## src/rtl/main_calc.sv

```systemverilog
// -----------------------------------------------------------------------------
// main_calc -- 8-bit LIFO stack calculator datapath core.
//
// Operands are pushed onto a DEPTH-entry stack; binary opcodes pop the top two
// entries (T = top, N = entry below top) and push the 8-bit truncated result.
// A sticky error flag (valid = 0) freezes the calculator until reset.
//
// Opcodes: 0 push in, 1 pop, 2 T+N, 3 T*N, 4 T-N, 5 T/N, 6 T%N, 7 illegal.
//
// Ports:
//   in     [7:0] in  : operand for the push opcode
//   op     [2:0] in  : opcode, sampled only while apply = 1
//   apply        in  : command strobe, one command per rising clk edge
//   tail   [7:0] out : current top of stack, 0 when the stack is empty
//   valid        out : 1 = no error since reset, 0 = sticky error
//   empty        out : 1 when the stack holds no entries
//   clk          in  : rising-edge clock
//   reset        in  : synchronous active-high reset, priority over apply
//
// Parameter:
//   DEPTH        : number of stack entries (default 5)
//
// Configuration macro MAIN_CALC_DIVMOD_EN:
//   defined   -> opcodes 5 and 6 divide / take remainder, N = 0 is an error
//   undefined -> no divider is built and opcodes 5 and 6 act as illegal
// -----------------------------------------------------------------------------
module main_calc #(
  parameter int DEPTH = 5
) (
  input  logic [7:0] in,
  input  logic [2:0] op,
  input  logic       apply,
  output logic [7:0] tail,
  output logic       valid,
  output logic       empty,
  input  logic       clk,
  input  logic       reset
);

  localparam int CW = $clog2(DEPTH + 1);

  typedef enum logic [2:0] {
    OP_PUSH = 3'd0,
    OP_POP  = 3'd1,
    OP_ADD  = 3'd2,
    OP_MUL  = 3'd3,
    OP_SUB  = 3'd4,
    OP_DIV  = 3'd5,
    OP_MOD  = 3'd6,
    OP_ILL  = 3'd7
  } op_t;

  logic [7:0]    stack [DEPTH];
  logic [CW-1:0] count;

  op_t           cmd;
  logic [7:0]    top_val;
  logic [7:0]    next_val;
  logic          err;
  logic          wr_en;
  logic [CW-1:0] wr_idx;
  logic [7:0]    result;
  logic [CW-1:0] cnt_next;

  assign cmd = op_t'(op);

  // Top and second entries; reads are guarded so an empty or single-entry
  // stack never indexes below slot 0. tail reads 0 when empty.
  always_comb begin
    top_val  = '0;
    next_val = '0;
    if (count >= CW'(1)) top_val  = stack[count - CW'(1)];
    if (count >= CW'(2)) next_val = stack[count - CW'(2)];
  end

  assign tail  = top_val;
  assign empty = (count == '0);

  // Command decode: decides whether the command is legal and, if so, which
  // slot gets written and the resulting stack depth. Binary results land in
  // the slot that held N, so the depth shrinks by one.
  always_comb begin
    err      = 1'b0;
    wr_en    = 1'b0;
    wr_idx   = '0;
    result   = '0;
    cnt_next = count;
    case (cmd)
      OP_PUSH: begin
        if (count == CW'(DEPTH)) begin
          err = 1'b1;
        end else begin
          wr_en    = 1'b1;
          wr_idx   = count;
          result   = in;
          cnt_next = count + CW'(1);
        end
      end
      OP_POP: begin
        if (count == '0) err = 1'b1;
        else             cnt_next = count - CW'(1);
      end
      OP_ADD, OP_MUL, OP_SUB: begin
        if (count < CW'(2)) begin
          err = 1'b1;
        end else begin
          wr_en    = 1'b1;
          wr_idx   = count - CW'(2);
          cnt_next = count - CW'(1);
          if (cmd == OP_ADD)      result = top_val + next_val;
          else if (cmd == OP_MUL) result = top_val * next_val;
          else                    result = top_val - next_val;
        end
      end
`ifdef MAIN_CALC_DIVMOD_EN
      OP_DIV, OP_MOD: begin
        if (count < CW'(2) || next_val == '0) begin
          err = 1'b1;
        end else begin
          wr_en    = 1'b1;
          wr_idx   = count - CW'(2);
          cnt_next = count - CW'(1);
          if (cmd == OP_DIV) result = top_val / next_val;
          else               result = top_val % next_val;
        end
      end
`else
      OP_DIV, OP_MOD: begin
        err = 1'b1;
      end
`endif
      default: begin
        err = 1'b1;
      end
    endcase
  end

  // State update: reset wins over apply; once valid drops every command is
  // ignored, and an erroring command leaves the stack untouched.
  always_ff @(posedge clk) begin
    if (reset) begin
      count <= '0;
      valid <= 1'b1;
      for (int i = 0; i < DEPTH; i++) stack[i] <= '0;
    end else if (apply && valid) begin
      if (err) begin
        valid <= 1'b0;
      end else begin
        count <= cnt_next;
        if (wr_en) stack[wr_idx] <= result;
      end
    end
  end

endmodule

```

## config.mk

```make
export PLATFORM = sky130hd
export DESIGN_NAME = main_calc
export DESIGN_NICKNAME = d
export VERILOG_FILES = /design/src/rtl/main_calc.sv
export SDC_FILE = /design/constraint.sdc
export NUM_CORES = 1
export LEC_CHECK = 0
export ABC_AREA = 1
export BUFFER_PORTS_ARGS = -buffer_cell sky130_fd_sc_hd__clkbuf_2
export CORE_MARGIN = 3
export CORE_UTILIZATION = 45
export CTS_CLUSTER_DIAMETER = 200
export DETAILED_ROUTE_END_ITERATION = 10
export SLEW_MARGIN = 20
export SYNTH_ARGS = -nofsm -noshare
export SYNTH_HDL_FRONTEND = slang
export SYNTH_SLANG_ARGS = --single-unit
```

## constraint.sdc

```tcl
create_clock -name clk -period 7.5 [get_ports clk]
set_input_delay 0.75 -clock clk [delete_from_list [all_inputs] [get_ports clk]]
set_output_delay 0.75 -clock clk [all_outputs]
set_load 0.03 [all_outputs]
```

==> out/summary.json, run 1 <==
{
  "cts_max_path_buffers": 2,
  "cp_slowest_cell": "sky130_fd_sc_hd__fa_1",
  "fin_crit_sh_pct": 82.5,
  "drc": 0,
  "cts_max_level": 3,
  "rsz0062_at_grt": "no",
  "final-seq-area_um2": 2000,
  "synth_ff_type": "sky130_fd_sc_hd__edfxtp_1",
  "floorplan.initialDensity_pct": 46.3,
  "routed-wl-met2_um": 7900,
  "insertedDiodeCount": 0,
  "grt_pass1_wl_um": 26500,
  "total_negative_setup_slacks_ns": 0,
  "finalSetupViolations": 0,
  "crit_required_ns": 7.56,
  "dieArea_um2": 14500,
  "edff_count_synth": 64,
  "ctsResizeCount": 0,
  "tritoncts.num_buffers": 9,
  "final_layout_size_suffix_gt1_share_pct": 9.51,
  "cts_setup_buffers": 0,
  "synth.net_count": 875,
  "synth_sequential_area_ratio_pct": 34.0,
  "rows": 41,
  "grt_start_max_net_pins": 86,
  "clock_transition_at_path_regs_ns": 0.06,
  "postRouteAntennaNets": 0,
  "route.layer.met1.wl_um": 7660,
  "floorplan.core_area_um2": 12700,
  "finalMaxSlewViolations": 0,
  "yosys_warnings": 0,
  "postRouteWirelength_um": 16700,
  "mostFrequentLayoutCells": "213 x sky130_fd_sc_hd__nand2_1, 147 x sky130_fd_sc_hd__inv_1, 92 x sky130_fd_sc_hd__nor2_1",
  "setup.worst_path.class": "reg -> reg",
  "avgViaCountPerCell": 5.17,
  "io_pins": 24,
  "largest_incremental_delay_on_the_critical_path_ns": 0.54,
  "cp_max_fo": 30,
  "die_h_um": 120,
  "final_hold_viol_count": 0,
  "syn_avg_cell_area_um2": 7.28,
  "drt_iter0_drc": 611,
  "final_period_minus_worst_setup_slack_ns": 6.19,
  "postLayoutCoreUtil_pct": 50.2,
  "worst_slew_pin_slew_ns": 0.936,
  "peakVddDrop_uv": 163,
  "switching_share_pct": 39.5,
  "area_delta_synth_final_pct": 8.55,
  "p_clk_share_pct": 28.3,
  "routed-via-count": 5186,
  "avgRoutedWirePerCell_um": 16.7,
  "outcome": "completed",
  "clock-skew-final_ns": 0.00839,
  "antenna_found_initial": 0,
  "clk_latency_ns": 0.33,
  "maxClockFrequency_mhz": 162,
  "clock_tree_from_tritoncts": "yes",
  "comb_power_share_pct": 41.2,
  "timing.slew.headroom_pct": 37.2,
  "multiInputGateArea_um2": 3160,
  "cts_hold_repair.buffers": 0,
  "yosys_cell_types": 41,
  "crit_path_frequent_cell": "sky130_fd_sc_hd__nand2_1",
  "top_layer_used_by_detailed_routing": "met4",
  "switchingPower_w": 0.000560,
  "async_reset_ff_share_pct": 0,
  "dieWidth_um": 120,
  "power-per-cell-area_nw_per_um2": 222,
  "filler_cell_count": 1292,
  "worst-endpoint-arrival_ns": 6.25,
  "p_int_w": 0.000857,
  "worst_setup_path_end_kind": "flip-flop",
  "seq_power_share_pct": 30.6,
  "numClockSinks": 68,
  "cap_violations": 0,
  "layout_commonest_cell": "sky130_fd_sc_hd__nand2_1",
  "port-buffer-count": 23,
  "root_buffer": "sky130_fd_sc_hd__clkbuf_16",
  "syn_area_um2": 5890,
  "holdWs_ns": 0.467,
  "overflow": 0,
  "hold_path.class": "reg -> reg",
  "detailed_place_hpwl_um": 13200,
  "yosys_register_bits": 68,
  "finalWeightedCongestion": 0.982,
  "detail_route.first_pass.iterations": 6,
  "wl_met3_um": 775,
  "grt_util_all_layers_pct": 23.8,
  "num-nets-final": 892,
  "postSynthCellCount": 809,
  "leakage_nw": 3.00,
  "cp-start-kind": "flip-flop",
  "first_global_vias": 4880
}
==> registers in the layout, summed over array words and instances (netlist names) <==
signal  cells
stack      64
count       3
valid       1
==> power by group through the flow <==
stage	registers (W)	clock network, W	logic, W
6_report	0.000433	0.000401	0.000584
5_1_grt	0.000434	0.000426	0.000644
4_1_cts	0.000433	0.000411	0.000574
3_5_place_dp	0.000441	0	0.000571
3_3_place_gp	0.000440	0	0.000568
2_1_floorplan	0.000440	0	0.000435
==> routing by layer <==
| metal | track usage, % | vias up |
|---|---|---|
| li1 | - | 2595 |
| met1 | 32.9 | 2411 |
| met2 | 39.1 | 153 |
| met3 | 2.99 | 27 |
| met4 | 7.08 | 0 |
| met5 | 0 | - |
==> metrics by stage <==
step	worst slack [ns]	cells	total power [W]	area, µm²
2_1_floorplan	1.69	809	0.000876	5890
3_3_place_gp	1.47	987	0.00101	6100
3_5_place_dp	1.38	987	0.00101	6100
4_1_cts	1.36	1003	0.00142	6390
5_1_grt	0.796	1003	0.00150	6390
6_report	1.31	1003	0.00142	6390
==> kinds of logic (layout without fill, tap and decap cells) <==
logic type	count (synthesis)	count (layout)	share of synthesized area, %
AND/OR/NAND/NOR	413	413	30.1
AO/OA/AOI/OAI	91	91	9.06
adder cells (fa/ha/maj)	52	52	12.8
XOR/XNOR	11	11	1.76
flip-flops	68	68	34.0
buffers and inverters	174	196	12.2
==> cell type report <==
class | instances | share of cell area (%)
flip-flops and latches | 68 | 31.4
clock buffers | 10 | 3.58
well taps | 172 | 3.37
multi-input cells | 567 | 49.5
clock inverters | 6 | 0.862
inverters | 152 | 8.93
repair buffers | 28 | 2.39
==> Yosys cell counts, types with 3 or more instances <==
| library cell | n | area share (%) |
|---|---|---|
| sky130_fd_sc_hd__nand3_1 | 66 | 5.6 |
| sky130_fd_sc_hd__xor2_1 | 5 | 0.74 |
| sky130_fd_sc_hd__o21bai_1 | 3 | 0.38 |
| sky130_fd_sc_hd__nand2_2 | 6 | 0.64 |
| sky130_fd_sc_hd__clkbuf_1 | 4 | 0.26 |
| sky130_fd_sc_hd__buf_2 | 6 | 0.51 |
| sky130_fd_sc_hd__a22oi_1 | 3 | 0.38 |
| sky130_fd_sc_hd__o2111ai_1 | 3 | 0.45 |
| sky130_fd_sc_hd__buf_4 | 8 | 1.0 |
| sky130_fd_sc_hd__nor2_1 | 92 | 5.9 |
| sky130_fd_sc_hd__nand3_2 | 6 | 1.0 |
| sky130_fd_sc_hd__ha_1 | 38 | 8.1 |
| sky130_fd_sc_hd__fa_1 | 14 | 4.8 |
| sky130_fd_sc_hd__edfxtp_1 | 64 | 33 |
| sky130_fd_sc_hd__o21ai_0 | 34 | 2.9 |
| sky130_fd_sc_hd__inv_1 | 147 | 9.4 |
| sky130_fd_sc_hd__buf_6 | 4 | 0.77 |
| sky130_fd_sc_hd__dfxtp_1 | 4 | 1.4 |
| sky130_fd_sc_hd__nand2_1 | 213 | 14 |
| sky130_fd_sc_hd__nand3b_1 | 4 | 0.51 |
| sky130_fd_sc_hd__inv_2 | 4 | 0.26 |
| sky130_fd_sc_hd__nor3_1 | 4 | 0.34 |
| sky130_fd_sc_hd__o21ai_1 | 3 | 0.26 |
| sky130_fd_sc_hd__xnor2_1 | 5 | 0.74 |
| sky130_fd_sc_hd__nor2_2 | 15 | 1.6 |
| sky130_fd_sc_hd__a21oi_1 | 26 | 2.2 |
| sky130_fd_sc_hd__o211ai_1 | 9 | 1.1 |
==> path summary, 6_finish.rpt <==
kind,depth (start not counted),slack (ns),to,from
min reg2reg,2,0.47,valid$_SDFFE_PP1P_,valid$_SDFFE_PP1P_
max reg2reg,35,1.31,stack[7][7]$_DFFE_PP_,count[0]$_SDFFE_PP0P_
max,35,1.31,stack[7][7]$_DFFE_PP_,count[0]$_SDFFE_PP0P_
min,2,0.47,valid$_SDFFE_PP1P_,valid$_SDFFE_PP1P_
==> critical path, delay by kind of cell (launching register included) <==
family	cells	cell delay (ns)
buf+inv	9	1.11
flops	1	0.32
fa+ha+maj	7	2.66
simple gates	18	1.62
compound gates	1	0.15
Power figures use the tool's default switching activity.
==> run 2, diff against run 1 <==
--- a/config.mk
+++ b/config.mk
@@ -5,7 +5,7 @@
 export SDC_FILE = /design/constraint.sdc
 export NUM_CORES = 1
 export LEC_CHECK = 0
-export ABC_AREA = 1
+export ABC_AREA = 0
 export BUFFER_PORTS_ARGS = -buffer_cell sky130_fd_sc_hd__clkbuf_2
 export CORE_MARGIN = 3
 export CORE_UTILIZATION = 45
==> constraint.sdc (replaced) <==
create_clock -name clk -period 5.7 [get_ports clk]
set_input_delay 0.57 -clock clk [delete_from_list [all_inputs] [get_ports clk]]
set_output_delay 0.57 -clock clk [all_outputs]
set_load 0.03 [all_outputs]
==> out/summary.json, run 2 <==
{
  "cts_hold_repair.buffers": {"value": 0, "change": "unchanged"},
  "overflow": {"value": 0, "change": "unchanged"},
  "setup.worst_path.class": "reg -> reg",
  "power-per-cell-area": {"value": 237, "unit": "nW/µm²", "change": "+6.6%"},
  "worst_setup_path_end_kind": "flip-flop",
  "synth_compound_gate_area_share": {"value": 7.70, "unit": "%", "change": "-1.4 points"},
  "synth-xor-area-share": {"value": 4.89, "unit": "%", "change": "+3.1 points"},
  "clock_transition_at_path_regs": {"value": 0.06, "unit": "ns", "change": "about the same"},
  "yosys_warnings": {"value": 0, "change": "unchanged"},
  "synth_sequential_area_ratio": {"value": 36.9, "unit": "%", "change": "+2.9 points"},
  "final_layout_size_suffix_gt1_share": {"value": 28.7, "unit": "%", "change": "+19 points"},
  "synth.net_count": {"value": 548, "change": "-37%"},
  "crit_required": {"value": 5.77, "unit": "ns", "change": "-1.79 ns"},
  "clk_latency": {"value": 0.33, "unit": "ns", "change": "about the same"},
  "synth_top_family_by_area": "multiplexers",
  "dieWidth": {"value": 116, "unit": "µm", "change": "-3.8%"},
  "cp_slowest_cell": "sky130_fd_sc_hd__fa_1",
  "numClockSinks": {"value": 68, "change": "unchanged"},
  "final_hold_viol_count": {"value": 0, "change": "unchanged"},
  "synth_area_leaders": "sky130_fd_sc_hd__edfxtp_1 35%, sky130_fd_sc_hd__ha_1 8.8%, sky130_fd_sc_hd__mux4_2 8.3%, sky130_fd_sc_hd__mux4_1 5.3%, sky130_fd_sc_hd__fa_1 5.2%",
  "grt_pass1_wl": {"value": 22300, "unit": "µm", "change": "-16%"},
  "layout_commonest_cell": "sky130_fd_sc_hd__nor2_1",
  "synth_fa_ha_area_share": {"value": 13.9, "unit": "%", "change": "+1.1 points"},
  "dieArea": {"value": 13400, "unit": "µm²", "change": "-7.4%"},
  "cts_max_path_buffers": {"value": 2, "change": "unchanged"},
  "hold_path.class": "reg -> reg",
  "worst-endpoint-arrival": {"value": 5.61, "unit": "ns", "change": "-0.64 ns"},
  "finalMaxSlewViolations": {"value": 0, "change": "unchanged"},
  "final_period_minus_worst_setup_slack": {"value": 5.53, "unit": "ns", "change": "-0.657 ns"},
  "clock-skew-final": {"value": 0.00830, "unit": "ns", "change": "-0.0000908 ns"},
  "largest_incremental_delay_on_the_critical_path": {"value": 0.44, "unit": "ns", "change": "-0.10 ns"},
  "synth_largest_area_cell": "sky130_fd_sc_hd__edfxtp_1",
  "maxClockFrequency": {"value": 181, "unit": "MHz", "change": "+12%"},
  "syn_avg_cell_area": {"value": 11.3, "unit": "µm²", "change": "+55%"},
  "drc": {"value": 0, "change": "unchanged"},
  "clock_tree_from_tritoncts": "yes",
  "final.setup.worst_slack": {"value": 0.167, "unit": "ns", "change": "-1.14 ns"},
  "critical_path.n_buffers_inverters": {"value": 8, "change": "-1"},
  "edff_count_synth": {"value": 64, "change": "unchanged"},
  "antenna_found_initial": {"value": 0, "change": "unchanged"},
  "first_global_vias": {"value": 3999, "change": "-18%"},
  "grt_util_all_layers": {"value": 22.4, "unit": "%", "change": "-1.3 points"},
  "die_h": {"value": 116, "unit": "µm", "change": "-3.8%"},
  "leakage": {"value": 2.55, "unit": "nW", "change": "-15%"},
  "avgViaCountPerCell": {"value": 5.74, "change": "+11%"},
  "cp_max_fo": {"value": 8, "change": "-73%"},
  "yosysMostFrequentCell": "sky130_fd_sc_hd__nor2_1",
  "io_pins": {"value": 24, "change": "unchanged"},
  "rows": {"value": 39, "change": "-4.9%"},
  "async_reset_ff_share": {"value": 0, "unit": "%", "change": "unchanged"},
  "num-nets-final": {"value": 604, "change": "-32%"},
  "finalSetupViolations": {"value": 0, "change": "unchanged"},
  "worst_path_dominant_cell_family": "adder cells",
  "outcome": "completed",
  "cp_cell_sequence": "clkinvlp_4, ha_4, buf_4, buf_4, buf_6, mux4_2, mux2i_1, nor2_1, buf_4, nand2_1, fa_1, inv_1, ha_1, inv_1, fa_1, inv_1, ha_4, a21o_1, a21oi_4, xnor2_2, xnor2_1, xnor3_1, o211ai_4, a21oi_1",
  "timing.slew.headroom": {"value": 29.4, "unit": "%", "change": "-7.8 points"},
  "yosys_cell_types": {"value": 61, "change": "+49%"},
  "grt_start_max_net_pins": {"value": 30, "change": "-65%"},
  "post-synth-top-area-fraction": {"value": 35.4, "unit": "%", "change": "+2.8 points"},
  "root_buffer": "sky130_fd_sc_hd__clkbuf_16",
  "synth.top_cells.by_count": "69 x sky130_fd_sc_hd__nor2_1, 64 x sky130_fd_sc_hd__edfxtp_1, 56 x sky130_fd_sc_hd__inv_1, 38 x sky130_fd_sc_hd__ha_1, 35 x sky130_fd_sc_hd__nand2_1",
  "cp-start-kind": "flip-flop",
  "largest_register": "stack",
  "largestRegisters": "stack (64), count (3), valid (1)",
  "post_synth_and_or_nand_nor_area_fraction": {"value": 13.5, "unit": "%", "change": "-17 points"},
  "synth_ff_type": "sky130_fd_sc_hd__edfxtp_1",
  "synth.area.mux_share": {"value": 16.4, "unit": "%", "change": "+16 points"},
  "detailed_place_hpwl": {"value": 11000, "unit": "µm", "change": "-17%"},
  "syn_area": {"value": 5430, "unit": "µm²", "change": "-7.8%"},
  "floorplan.initialDensity": {"value": 46.7, "unit": "%", "change": "+0.45 points"},
  "largest_reg_flops": {"value": 64, "change": "unchanged"},
  "detail_route.first_pass.iterations": {"value": 4, "change": "-2"},
  "floorplan.core_area": {"value": 11600, "unit": "µm²", "change": "-8.7%"},
  "drt_iter0_drc": {"value": 297, "change": "-51%"},
  "peakVddDrop": {"value": 240, "unit": "µV", "change": "+47%"},
  "insertedDiodeCount": {"value": 0, "change": "unchanged"},
  "cap_violations": {"value": 0, "change": "unchanged"},
  "yosys_register_bits": {"value": 68, "change": "unchanged"},
  "area_delta_synth_final_pct": 18.5,
  "port-buffer-count": {"value": 23, "change": "unchanged"},
  "fin_crit_sh": {"value": 97.1, "unit": "%", "change": "+15 points"},
  "worst_slew_pin_slew": {"value": 1.06, "unit": "ns", "change": "+0.119 ns"},
  "avgRoutedWirePerCell": {"value": 20.7, "unit": "µm", "change": "+24%"},
  "cts_max_level": {"value": 3, "change": "unchanged"},
  "postRouteAntennaNets": {"value": 0, "change": "unchanged"},
  "post-layout-total-power": {"value": 0.00152, "unit": "W", "change": "+7.3%"},
  "place_worst_setup_slack": {"value": -0.00336, "unit": "ns", "change": "-1.39 ns"},
  "postRouteWirelength": {"value": 14200, "unit": "µm", "change": "-15%"},
  "routed-via-count": {"value": 3941, "change": "-24%"},
  "tritoncts.num_buffers": {"value": 9, "change": "unchanged"},
  "postSynthCellCount": {"value": 482, "change": "-40%"},
  "mostFrequentLayoutCells": "66 x sky130_fd_sc_hd__nor2_1, 64 x sky130_fd_sc_hd__edfxtp_1, 47 x sky130_fd_sc_hd__inv_1",
  "finalWeightedCongestion": {"value": 0.925, "change": "-5.7%"}
}
==> run 2: cell count changes after synthesis, moves of 12 or more <==
cell / before / now
sky130_fd_sc_hd__inv_1: 147 / 56
sky130_fd_sc_hd__nor2_1: 92 / 69
sky130_fd_sc_hd__nor2_2: 15 / 1
sky130_fd_sc_hd__nand2_1: 213 / 35
sky130_fd_sc_hd__mux4_2: 0 / 20
sky130_fd_sc_hd__nand3_1: 66 / 4
sky130_fd_sc_hd__o21ai_0: 34 / 7
sky130_fd_sc_hd__xnor2_1: 5 / 17
==> run 2: timing repair <==
item,CTS,global route
gates resized for setup,1,31
cloned,0,0
setup buffers,2,11
pin swaps,1,12
setup endpoints to repair,5,16
==> run 2: layout make-up <==
cell class | instances | area (µm²)
clock inverters | 7 | 100
inverters | 56 | 230
flip-flops and latches | 68 | 2000
clock buffers | 9 | 225
multi-input cells | 337 | 3230
repair buffers | 66 | 458
well taps | 143 | 179
fillers | 1010 | 5180
==> run 2: cell families (layout without fill, tap and decap cells) <==
| family | count (synthesis) | in the layout |
|---|---|---|
| mux | 44 | 44 |
| flops | 68 | 68 |
| xor+xnor | 25 | 25 |
| compound gates | 58 | 58 |
| fa+ha+maj | 52 | 52 |
| buf+inv | 77 | 138 |
| simple gates | 158 | 158 |
==> run 2: power by group <==
group	leakage [nW]	internal (W)	total [W]	switching, W
sequential	0.667	0.000557	0.000564	0.00000685
combinational	1.73	0.000167	0.000365	0.000198
clock	0.148	0.000384	0.000593	0.000208
total	2.55	0.00111	0.00152	0.000413
==> run 2: worst paths after layout <==
check	start	endpoint	slack, ns	cells after the start
min	valid$_SDFFE_PP1P_	valid$_SDFFE_PP1P_	0.49	1
max	count[1]$_SDFFE_PP0P_	stack[0][7]$_SDFFCE_PN0P_	0.17	24
max reg2reg	count[1]$_SDFFE_PP0P_	stack[0][7]$_SDFFCE_PN0P_	0.17	24
min reg2reg	valid$_SDFFE_PP1P_	valid$_SDFFE_PP1P_	0.49	1
==> run 2: per-stage QoR <==
step,setup TNS [ns],utilization [%],area (µm²),hold WS (ns),instances
after detailed placement,-0.0100,50.7,5890,0.481,657
after global placement,0,50.7,5890,0.462,657
after floorplan,0,-,5530,0.624,482
after global routing,-0.0801,55.4,6430,0.516,686
after CTS,0,53.7,6240,0.491,675
final,0,55.4,6430,0.491,686
==> run 2: routing by layer <==
layer  up-vias  GRT usage, %  part of all wire, %
li1       1842             -                    -
met1      1987          29.5                   42
met2        92          38.1                   50
met3        20          2.04                  4.9
met4         0          9.67                  2.8
met5         -             0                    0
==> run 2: worst reg2reg max path: stages (launching register included) <==
cell	delay [ns]
sky130_fd_sc_hd__dfxtp_2	0.35
sky130_fd_sc_hd__clkinvlp_4	0.14
sky130_fd_sc_hd__ha_4	0.36
sky130_fd_sc_hd__buf_4	0.13
sky130_fd_sc_hd__buf_4	0.11
sky130_fd_sc_hd__buf_6	0.14
sky130_fd_sc_hd__mux4_2	0.30
sky130_fd_sc_hd__mux2i_1	0.39
sky130_fd_sc_hd__nor2_1	0.16
sky130_fd_sc_hd__buf_4	0.19
sky130_fd_sc_hd__nand2_1	0.11
sky130_fd_sc_hd__fa_1	0.44
sky130_fd_sc_hd__inv_1	0.07
sky130_fd_sc_hd__ha_1	0.21
sky130_fd_sc_hd__inv_1	0.08
sky130_fd_sc_hd__fa_1	0.38
sky130_fd_sc_hd__inv_1	0.11
sky130_fd_sc_hd__ha_4	0.22
sky130_fd_sc_hd__a21o_1	0.18
sky130_fd_sc_hd__a21oi_4	0.18
sky130_fd_sc_hd__xnor2_2	0.15
sky130_fd_sc_hd__xnor2_1	0.15
sky130_fd_sc_hd__xnor3_1	0.27
sky130_fd_sc_hd__o211ai_4	0.32
sky130_fd_sc_hd__a21oi_1	0.12
